### src/rtl/ram16_arb_pkg.sv
// rtl/ram16_arb_pkg.sv - shared types and defaults for the RAM16 arbiter
//
// Holds the FSM state enum, the default DATA_W/ADDR_W values and the
// width of the post-reset clear counter.
// Optional feature macro: RAM16_ARB_CLEAR_EN (adds the CLEAR state).
package ram16_arb_pkg;

  localparam int DATA_W_DEF = 16;
  localparam int ADDR_W_DEF = 4;

  // Clear counter needs one extra bit so that its MSB flags "all words done".
  function automatic int clr_cnt_w(input int addr_w);
    return addr_w + 1;
  endfunction

  localparam int CLR_CNT_W_DEF = clr_cnt_w(ADDR_W_DEF);

  typedef enum logic [1:0] {
    ST_IDLE   = 2'd0,
    ST_ACCESS = 2'd1,
    ST_RESP   = 2'd2
`ifdef RAM16_ARB_CLEAR_EN
    ,
    ST_CLEAR  = 2'd3
`endif
  } state_t;

endpackage

### src/rtl/ram16_arbiter_rr_select.sv
// rtl/ram16_arbiter_rr_select.sv - two-way round-robin picker
//
// Ports:
//   req_a, req_b  in   requests from A and B
//   last_b        in   1 = B was served last, 0 = A was served last
//   pick_b        out  1 = B wins, 0 = A wins (only meaningful if a req is high)
module rr_select (
  input  logic req_a,
  input  logic req_b,
  input  logic last_b,
  output logic pick_b
);

  // B wins when it is the only requester, or when both request and A was
  // the one served last.
  assign pick_b = req_b & (~req_a | ~last_b);

endmodule

### src/rtl/ram16_arbiter.sv
// rtl/ram16_arbiter.sv - two-requester round-robin arbiter in front of a RAM16
//
// Optional feature macro: RAM16_ARB_CLEAR_EN (post-reset clear of all words).
//
// Ports:
//   clk, reset                 clock, asynchronous active-high reset
//   req_x/we_x/addr_x/wdata_x  requester x access (x = a, b), held until ack_x
//   gnt_x                      requester x owns the RAM (ACCESS and RESP)
//   ack_x                      one-cycle completion pulse
//   rdata_x                    read result, valid while ack_x is high
//   ram_addr/ram_in/ram_write  drive the external RAM16
//   ram_out                    RAM16 read data
//   busy                       clear sequence in progress
module ram16_arbiter
  import ram16_arb_pkg::*;
#(
  parameter int DATA_W = DATA_W_DEF,
  parameter int ADDR_W = ADDR_W_DEF
) (
  input  logic              clk,
  input  logic              reset,
  input  logic              req_a,
  input  logic              req_b,
  input  logic              we_a,
  input  logic              we_b,
  input  logic [ADDR_W-1:0] addr_a,
  input  logic [ADDR_W-1:0] addr_b,
  input  logic [DATA_W-1:0] wdata_a,
  input  logic [DATA_W-1:0] wdata_b,
  output logic              gnt_a,
  output logic              gnt_b,
  output logic              ack_a,
  output logic              ack_b,
  output logic [DATA_W-1:0] rdata_a,
  output logic [DATA_W-1:0] rdata_b,
  output logic [ADDR_W-1:0] ram_addr,
  output logic [DATA_W-1:0] ram_in,
  output logic              ram_write,
  input  logic [DATA_W-1:0] ram_out,
  output logic              busy
);

`ifdef RAM16_ARB_CLEAR_EN
  localparam int CLR_W = clr_cnt_w(ADDR_W);
  localparam state_t RESET_STATE = ST_CLEAR;
`else
  localparam state_t RESET_STATE = ST_IDLE;
`endif

  state_t state;
  logic   owner_b;  // requester that owns the current transaction
  logic   last_b;   // last served requester; reset value 1 gives A priority
  logic   pick_b;
  logic   any_req;

  assign any_req = req_a | req_b;

  rr_select u_rr_select (
    .req_a  (req_a),
    .req_b  (req_b),
    .last_b (last_b),
    .pick_b (pick_b)
  );

`ifdef RAM16_ARB_CLEAR_EN
  logic [CLR_W-1:0] clr_cnt;
`else
  assign busy = 1'b0;
`endif

  always_ff @(posedge clk or posedge reset) begin
    if (reset) begin
      state     <= RESET_STATE;
      owner_b   <= 1'b0;
      last_b    <= 1'b1;
      gnt_a     <= 1'b0;
      gnt_b     <= 1'b0;
      ack_a     <= 1'b0;
      ack_b     <= 1'b0;
      rdata_a   <= '0;
      rdata_b   <= '0;
      ram_addr  <= '0;
      ram_in    <= '0;
      ram_write <= 1'b0;
`ifdef RAM16_ARB_CLEAR_EN
      clr_cnt   <= '0;
      busy      <= 1'b0;
`endif
    end else begin
      // ack is a single-cycle pulse; only the RESP branch raises it.
      ack_a <= 1'b0;
      ack_b <= 1'b0;

      case (state)
        ST_IDLE: begin
          if (any_req) begin
            owner_b   <= pick_b;
            gnt_a     <= ~pick_b;
            gnt_b     <= pick_b;
            ram_addr  <= pick_b ? addr_b  : addr_a;
            ram_in    <= pick_b ? wdata_b : wdata_a;
            ram_write <= pick_b ? we_b    : we_a;
            state     <= ST_ACCESS;
          end
        end

        ST_ACCESS: begin
          // ram_write still holds the registered we, so it tells read from write.
          if (!ram_write) begin
            if (owner_b) begin
              rdata_b <= ram_out;
            end else begin
              rdata_a <= ram_out;
            end
          end
          ram_write <= 1'b0;
          state     <= ST_RESP;
        end

        ST_RESP: begin
          gnt_a  <= 1'b0;
          gnt_b  <= 1'b0;
          ack_a  <= ~owner_b;
          ack_b  <= owner_b;
          last_b <= owner_b;
          state  <= ST_IDLE;
        end

`ifdef RAM16_ARB_CLEAR_EN
        ST_CLEAR: begin
          // MSB of clr_cnt set means every word has been written.
          if (!clr_cnt[ADDR_W]) begin
            ram_write <= 1'b1;
            ram_addr  <= clr_cnt[ADDR_W-1:0];
            ram_in    <= '0;
            busy      <= 1'b1;
            clr_cnt   <= clr_cnt + 1'b1;
          end else begin
            ram_write <= 1'b0;
            busy      <= 1'b0;
            state     <= ST_IDLE;
          end
        end
`endif

        default: begin
          state <= ST_IDLE;
        end
      endcase
    end
  end

endmodule

### config.mk
export PLATFORM = sky130hd
export DESIGN_NAME = ram16_arbiter
export DESIGN_NICKNAME = d
export VERILOG_FILES = /design/src/rtl/ram16_arb_pkg.sv /design/src/rtl/ram16_arbiter_rr_select.sv /design/src/rtl/ram16_arbiter.sv
export SDC_FILE = /design/constraint.sdc
export NUM_CORES = 1
export LEC_CHECK = 0
export BUFFER_PORTS_ARGS = -buffer_cell sky130_fd_sc_hd__buf_2
export CAP_MARGIN = 20
export CORE_MARGIN = 2
export CORE_UTILIZATION = 46
export DETAILED_ROUTE_END_ITERATION = 12
export GPL_TIMING_DRIVEN = 0
export PLACE_DENSITY = 0.79
export SLEW_MARGIN = 20
export SYNTH_ARGS = -nofsm -noshare
export SYNTH_HDL_FRONTEND = slang
export SYNTH_SLANG_ARGS = --single-unit
### constraint.sdc
create_clock -name clk -period 2.1 [get_ports clk]
set_input_delay 0.105 -clock clk [delete_from_list [all_inputs] [get_ports clk]]
set_output_delay 0.105 -clock clk [all_outputs]
set_load 0.1 [all_outputs]
Word level (Yosys, flattened, before mapping)

Index checks and enable logic that the tools add are counted.

Bits of input ports: 62
Logic and storage cells: 44
Output and inout port bits: 58
Register bits after elaboration: 61

Equal/unequal tests: 3
Mux-type cells: 13
Bitwise operators: 8
Reduce and logical (&&, ||, !) cells: 8

Operators by type and width:

| kind                                                 | number |
|---|---|
| two-way mux 16 bit                                   | 1 |
| two-way mux 1 bit                                    | 6 |
| one-hot mux 1 bit (2 select lines)                   | 3 |
| AND reduction 2 bit                                  | 3 |
| AND reduction 3 bit                                  | 2 |
| NOT 1 bit                                            | 5 |
| two-way mux 4 bit                                    | 1 |
| one-hot mux 2 bit (2 select lines)                   | 1 |
| nonzero test 2 bit                                   | 2 |
| equality test 2 x 1 -> 1 bit (second input constant) | 1 |
| equality test 2 bit (second input constant)          | 1 |
| logical NOT 2 bit                                    | 1 |
| two-way mux 2 bit                                    | 1 |
| inequality test 2 bit (second input constant)        | 1 |
| bitwise OR 1 bit                                     | 2 |
| bitwise AND 1 bit                                    | 1 |

Depth between registers and ports, before layout

Gate-level depths: netlist of the first run.

Depth after elaboration: 6
Mapped depth: 4
Mapped depth without buffers: 3

Cells and area by module

Synthesis of the first run repeated with hierarchy kept, for this count alone.

Cell total of the unflattened synthesis: 163
Area, all modules: 2665.1 sq um

Modules (own cells, without submodules):

| module        | sequential area each (sq um) | cells an instance | area an instance (sq um) | instances |
|---|---|---|---|---|
| ram16_arbiter | 1527.7                       | 162               | 2653.8                   | 1 |
| rr_select     | 0.0                          | 1                 | 11.3                     | 1 |

Least setup slack after synthesis of the first run

Ideal clock, no wire load.

Path kind: register to register
From: register ram_write
To: register rdata_a[0]
Setup time: 0.125 ns
Required time: 1.975 ns
Path buffers: 1
Arrival: 1.784 ns
Slack: 0.191 ns
Stages on the path, launching flop included: 4
Clock period less this slack: 1.909 ns
Cells stage by stage: dfrtp_1 nor3_4 buf_4 mux2_2

Word-level cells in the longest chain between the ends: 2

Ends and longest elaborated chain:

| item                          | line                 | source |
|---|---|---|
| start: declaration            | ram16_arbiter.sv:38  | `output logic ram_write,` |
| start signal: assignment      | ram16_arbiter.sv:102 | `ram_write <= pick_b ? we_b : we_a;` |
| NOT 1 bit (no line)           | --                   |  |
| AND reduction 3 bit (no line) | --                   |  |
| end signal: assignment        | ram16_arbiter.sv:113 | `rdata_a <= ram_out;` |
| end: declaration              | ram16_arbiter.sv:34  | `output logic [DATA_W-1:0] rdata_a,` |

No other way between the ends.
A chain may end at the register's enable or synchronous reset.

Worst setup path in the final report of the first run

From: register state[1]
To: register rdata_a[3]

Word-level cells in the longest chain between the ends: 2

Ends and longest elaborated chain:

| item                          | line                 | source |
|---|---|---|
| start: declaration            | ram16_arbiter.sv:50  | `state_t state;` |
| start signal: assignment      | ram16_arbiter.sv:73  | `state <= RESET_STATE;` |
| start signal: assignment      | ram16_arbiter.sv:103 | `state <= ST_ACCESS;` |
| start signal: assignment      | ram16_arbiter.sv:117 | `state <= ST_RESP;` |
| equality test 2 x 1 -> 1 bit  | ram16_arbiter.sv:94  | `case (state)` |
| AND reduction 3 bit (no line) | --                   |  |

No other way between the ends.

==> results of run 1 <==
what timing repair did:
item,in CTS,in global routing
endpoints found under the hold margin,23,0
hold buffers,1,0
setup buffers,0,0
resized for setup,0,0
setup endpoints to repair,0,0
state kept, by name, summed over array words and instances (netlist names):
signal	flops
state	2
ack_a	1
ram_addr	4
rdata_b	16
ack_b	1
ram_in	16
rdata_a	16
gnt_a	1
ram_write	1
gnt_b	1
owner_b	1
last_b	1
worst register-to-register path: stages (launching register included):
cell and delay, ns:
dfrtp_1 0.41, nand2b_4 0.18, nor3_4 0.33, buf_4 0.28, mux2_2 0.36
worst max-delay path by stage:
stage	start	to	slack [ns]
CTS	state[1]	rdata_a[3]	0.42
global placement	reset	ack_a	-0.25
detailed placement	state[1]	rdata_a[3]	0.43
global route	state[1]	rdata_a[3]	0.36
finish	state[1]	rdata_a[3]	0.43
floorplan	ram_write	rdata_a[0]	0.19
cell usage after synthesis (2+ instances only):
cell,n,area (sq um)
nand2_1,4,15.01
nand3_1,2,10.01
mux2_2,22,247.7
o21ai_0,21,105.1
o221ai_1,21,183.9
clkbuf_1,7,26.28
o211ai_1,2,15.01
nor3_4,2,32.53
inv_1,43,161.4
dfrtp_1,60,1501
buf_4,2,15.01
nor2_1,5,18.77
nand2b_1,2,12.51
mux2_4,10,150.1
per-stage QoR:
step | worst slack [ns] | instances
5_1_grt | 0.3620 | 420
4_1_cts | 0.4160 | 420
6_report | 0.4304 | 420
2_1_floorplan | 0.1905 | 212
3_5_place_dp | 0.4296 | 403
3_3_place_gp | -0.2516 | 402
layout make-up:
cell class,count,share of cell area
clock inverter,4,0.01987
sequential,61,0.4333
buffer,11,0.01881
inverter,44,0.04755
tap,72,0.02555
clock buffer,12,0.04400
multi-input combinational,96,0.2349
timing repair buffer,120,0.1760
layer usage:
metal | part of all wire | vias to the layer above | global-route usage
met1 | 0.43 | 992 | 0.2310
met5 | 0 | - | 0
li1 | - | 979 | -
met4 | 0.014 | 0 | 0.08276
met3 | 0.073 | 10 | 0.05114
met2 | 0.49 | 89 | 0.3254
cell families after synthesis:
kind of cell	Yosys count
buf+inv	55
flops	61
simple gates	18
other cells	1
mux	32
compound gates	45
==> impl_metrics.ini, run 1 <==
[run_status]
status = completed

[sta]
holdWs_ns = 0.02572
rsz0062_at_grt = no
min_period_ns = 1.670
timing.fmax_ghz = 0.5989
slew_headroom = 0.6547
tightest_slew_ns = 0.5180
period_share = 0.7951
fin_setup_tns_ns = 0
setup_viol = 0
hold_violations = 0
drv_slew = 0
clock_skew_ns = 0.004567

[clocking]
path_clk_slew_ns = 0.06
cts_tree = done
numCtsBuffers = 9
clock-sinks = 61
clock_latency_ns = 0.32
cts_root_buf = clkbuf_8
htreeDepth = 3
clock_tree.buffer_depth = 2

[placed_design]
place.gp.congestion = 0.7080
place_area_sq_um = 3291
hpwl_um = 4327
io_buffers = 118

[global_route]
grt_overflow = 0
grt_util_all_layers = 0.1921
grt_max_degree = 38
antenna_found_initial = 0
grt_pass1_wl_um = 9163
grt_pass1_vias = 2037

[yosys]
ys_warn_count = 0
muxShareOfSynthArea = 0.1538
synth_edf_count = 0
syn-num-nets = 274
syn_area_per_cell_sq_um = 12.21
synth_compound_area_frac = 0.1204
ys_seq_area_frac = 0.5904
netlist_area_sq_um = 2587
synth_xor_xnor_area_share = 0
synthCells = 212
synth_top_family_by_area = multiplexers
yosysUniqueCellTypes = 23
ys_async_sr_fraction = 1.000
synth-simple-area-share = 0.04449
synthAdderAreaFrac = 0
synth_ff_type = dfrtp_1
synth-seq-cells = 61

[setup_path]
critical_path_required_ns = 2.30
r2r-end = rdata_a[3]
cp.arrival_ns = 1.87
path_cells = nand2b_4 > nor3_4 > buf_4 > mux2_2
cp_num_cells = 4
r2r-start = state[1]
r2r_cells = 4
crit_fanout = 10
timing.critical_path.buf_inv = 1
startpoint_type = flip-flop
slowest_delay_ns = 0.41
cp_top_family = simple AND/OR/NAND/NOR gates
regToRegSetupSlack_ns = 0.43
end_kind = flip-flop
crit_slowest_cell = dfrtp_1
crit_type = flip-flop to flip-flop

[layout]
diodes = 0
final_util = 0.6443
mostFrequentLayoutCell = buf_2
seqCellArea_sq_um = 1528
area_growth_pct = 36.27
nNetsFinal = 405
final_cell_mix = buf_2, dfrtp_1, inv_1, mux2_2
final_cell_area_sq_um = 3526
num-fill-cells = 454
drive_above_1_share = 0.5086
multi_input_area_sq_um = 828.3

[floorplanning]
row_count = 27
io_pins = 120
core_sq_um = 5473
initial_core_util = 0.4728
fp.dieArea_sq_um = 6241
die_h_um = 79
fp.dieW_um = 79

[drt]
ant_nets = 0
wl_um = 5847
vias = 2070
firstDrtPassIters = 4
wl_per_cell_um = 13.92
viasPerCell = 4.929
drt_iter0_drc = 40
drc_errors = 0

[hold_path]
hold_start = ram_out[8]
hold_end = rdata_b[8]
hp-class = input pin to flip-flop
whs_path_depth = 2

[flow_run]
maxCapViolations = 0
Power of run 1 is left out: the tool's default activity adds up to more than one toggle a clock period on the data nets, which glitch-free logic cannot reach.
==> run 2, diff against run 1 <==
Clock period 2.1 ns to 1.55 ns, I/O delays scaled along.
==> impl_metrics.ini, run 2 (same netlist as run 1, synthesis figures left out) <==
[run_status]
status = completed

[clocking]
clock_tree.buffer_depth = 2
cts_root_buf = clkbuf_8
numCtsBuffers = 9
clock_latency_ns = 0.32
cts_tree = done
htreeDepth = 3
clock-sinks = 61
path_clk_slew_ns = 0.07

[drt]
wl_um = 6039
wl_per_cell_um = 13.85
ant_nets = 0
vias = 2118
drt_iter0_drc = 75
drc_errors = 0
viasPerCell = 4.858
firstDrtPassIters = 4

[sta]
min_period_ns = 1.470
rsz0062_at_grt = yes
slew_headroom = 0.5929
timing.fmax_ghz = 0.6803
hold_violations = 0
clock_skew_ns = 0.007854
period_share = 0.9484
drv_slew = 0
tightest_slew_ns = 0.6093
setup_viol = 0

[setup_path]
crit_slowest_cell = dfstp_2
cp.arrival_ns = 1.64
crit_fanout = 10
path_cells = nand2_1 > nand3_1 > clkbuf_1 > o221ai_1
startpoint_type = flip-flop
slowest_delay_ns = 0.54
crit_type = flip-flop to flip-flop
critical_path_required_ns = 1.72
end_kind = flip-flop

[floorplanning]
io_pins = 120
fp.dieArea_sq_um = 6241
row_count = 27
die_h_um = 79
fp.dieW_um = 79
initial_core_util = 0.4728
core_sq_um = 5473

[placed_design]
place_area_sq_um = 3333
hpwl_um = 4280
place.gp.congestion = 0.7043
io_buffers = 118

[global_route]
grt_max_degree = 35
grt_pass1_vias = 2126
grt_pass1_wl_um = 9908
grt_overflow = 0
antenna_found_initial = 0
grt_util_all_layers = 0.2067

[layout]
nNetsFinal = 421
reg.largest.list = ram_in x16, rdata_a x16, rdata_b x16
seqCellArea_sq_um = 1531
mostFrequentLayoutCell = buf_2
final_cell_mix = buf_2, dfrtp_1, inv_1, o221ai_1, mux2_4
area_growth_pct = 42.89
diodes = 0
num-fill-cells = 416
multi_input_area_sq_um = 862.1
final_cell_area_sq_um = 3697
drive_above_1_share = 0.5027

[hold_path]
hp-class = input pin to flip-flop

[flow_run]
maxCapViolations = 0
==> run 2: area by class of cell <==
type,instances,share of cell area
multi-input combinational,96,0.2332
sequential,61,0.4142
buffer,11,0.01997
timing repair buffer,136,0.2108
tap,72,0.02437
clock inverter,5,0.01354
inverter,44,0.04569
clock buffer,11,0.03824
==> run 2: path summary, 6_finish.rpt <==
| path | from | end | slack (ns) | cells past startpoint |
|---|---|---|---|---|
| worst max-delay path | last_b | ram_in[5] | 0.08 | 4 |
| worst min-delay path | ram_out[15] | rdata_b[15] | 0.02 | 2 |
| worst max register to register | last_b | ram_in[5] | 0.08 | 4 |
| worst min register to register | rdata_b[9] | rdata_b[9] | 0.50 | 1 |
| max in group asynchronous | reset | rdata_b[3] | 0.61 | 4 |
| min in group asynchronous | reset | ack_a | 0.38 | 3 |
==> run 2: stage by stage <==
step                hold WS [ns]   TNS [ns]  utilization  setup slack (ns)  cells
floorplan                 0.1894    -0.5312            -          -0.04708    212
global placement          0.3226     -1.911       0.6054           -0.1703    402
detailed placement        0.1830     -1.729       0.6091           -0.1610    403
CTS                     0.004845          0       0.6742           0.04827    436
global route             0.01364  -0.008269       0.6756         -0.008269    436
finish                   0.01936          0       0.6756           0.08004    436
==> run 2: critical path: cells and delay by family, from the launching register on <==
kind / cells / cell delay (ns)
simple gates: 2 / 0.20
flops: 1 / 0.54
compound gates: 1 / 0.18
buf+inv: 1 / 0.39
==> run 2: metal layers <==
| metal | track usage | share of wire | vias up |
|---|---|---|---|
| met5 | 0 | 0 | - |
| met4 | 0.07241 | 0.011 | 0 |
| met3 | 0.06818 | 0.095 | 8 |
| met2 | 0.3331 | 0.46 | 112 |
| met1 | 0.2625 | 0.43 | 987 |
| li1 | - | - | 1011 |
==> run 2: what timing repair did <==
item                                    4_1_cts  5_1_grt
gates resized for setup                       0       10
endpoints found under the hold margin        51        0
pin swaps                                     2        0
buffers inserted                              2        0
hold buffers                                 15        0
endpoints found under the setup margin       20       14
Power of run 2 is left out for the same reason.
==> run 3, diff against run 2 <==
Clock period 1.55 ns to 1.47 ns, I/O delays scaled along.
==> impl_metrics.ini, run 3 (same netlist as run 1, synthesis figures left out) <==
[run_status]
status = completed

[global_route]
antenna_found_initial = 0
grt_util_all_layers = 0.2067
grt_pass1_vias = 2095
grt_overflow = 0
grt_max_degree = 35
grt_pass1_wl_um = 9887

[sta]
min_period_ns = 1.414
holdWs_ns = 0.01665
slew_headroom = 0.5869
clock_skew_ns = 0.007553
hold_violations = 0
setup_ws_ns = 0.05606
period_share = 0.9619
drv_slew = 0
rsz0062_at_grt = no
tightest_slew_ns = 0.6184
timing.fmax_ghz = 0.7072
setup_viol = 0

[layout]
nNetsFinal = 421
reg.largest.list = ram_in x16, rdata_a x16, rdata_b x16
mostFrequentLayoutCell = buf_2
final_cell_mix = buf_2, dfrtp_1, inv_1, o221ai_1, mux2_4
drive_above_1_share = 0.5082
area_growth_pct = 43.23
final_util = 0.6772
diodes = 0
final_cell_area_sq_um = 3706

[hold_path]
hp-class = input pin to flip-flop

[clocking]
cts_root_buf = clkbuf_8
path_clk_slew_ns = 0.06
htreeDepth = 3
clock-sinks = 61
cts_tree = done
clock_latency_ns = 0.32
numCtsBuffers = 9
clock_tree.buffer_depth = 2

[drt]
drc_errors = 0
drt_iter0_drc = 67
ant_nets = 0
viasPerCell = 4.839
vias = 2110
wl_um = 6084
wl_per_cell_um = 13.95
firstDrtPassIters = 4

[floorplanning]
initial_core_util = 0.4728
fp.dieW_um = 79
row_count = 27
core_sq_um = 5473
die_h_um = 79
fp.dieArea_sq_um = 6241
io_pins = 120

[setup_path]
crit_type = flip-flop to flip-flop
critical_path_required_ns = 1.65
slowest_delay_ns = 0.43
end_kind = flip-flop
path_cells = or2_2 > buf_2 > o21ai_0 > o221ai_1
cp.arrival_ns = 1.60
crit_slowest_cell = dfrtp_1
startpoint_type = flip-flop
crit_fanout = 10

[placed_design]
place.gp.congestion = 0.7043
io_buffers = 118
place_area_sq_um = 3333
hpwl_um = 4280
place_ws_ns = -0.2410

[flow_run]
maxCapViolations = 0
## run 3: cell type report
type	count	area, sq um
plain buffers	11	78.83
well taps	72	90.09
multi-input cells	96	865.8
inverters	44	168.9
repair buffers	136	779.5
clock buffers	11	141.4
fillers	418	1767
clock inverters	5	50.05
flip-flops and latches	61	1531
## run 3: final timing paths
| check | startpoint | end | slack [ns] | cells past startpoint |
|---|---|---|---|---|
| worst max-delay path | state[0] | ram_in[5] | 0.06 | 4 |
| worst min-delay path | ram_out[15] | rdata_b[15] | 0.02 | 2 |
| worst max register to register | state[0] | ram_in[5] | 0.06 | 4 |
| worst min register to register | rdata_a[9] | rdata_a[9] | 0.50 | 1 |
| max in group asynchronous | reset | rdata_b[3] | 0.53 | 4 |
| min in group asynchronous | reset | ack_a | 0.38 | 3 |
## run 3: worst max-delay path, delay by kind of cell (launching register included)
kind            cells  cell delay, ns
simple gates        1            0.34
flops               1            0.43
buf+inv             1            0.20
compound gates      2            0.31
## run 3: through the flow
| stage | setup TNS [ns] | instances |
|---|---|---|
| finish | 0 | 436 |
| CTS | -0.04902 | 436 |
| global route | 0 | 436 |
| detailed placement | -3.553 | 403 |
| global placement | -3.705 | 402 |
| floorplan | -2.232 | 212 |
## run 3: what timing repair did
action                                  4_1_cts  5_1_grt
buffers inserted                              2        0
endpoints found under the setup margin       39       32
pin swaps                                     2        1
hold endpoints to repair                     53        0
hold buffers                                 15        0
gates resized for setup                       5       16
## run 3: per-layer routing
layer,GRT usage,vias up,part of all wire,wire length (um)
met3,0.06705,5,0.090,546
met1,0.2693,980,0.45,2728
li1,-,1014,-,-
met4,0.07241,0,0.0082,50
met2,0.3263,111,0.45,2759
met5,0,-,0,0
Power of run 3 is left out for the same reason.
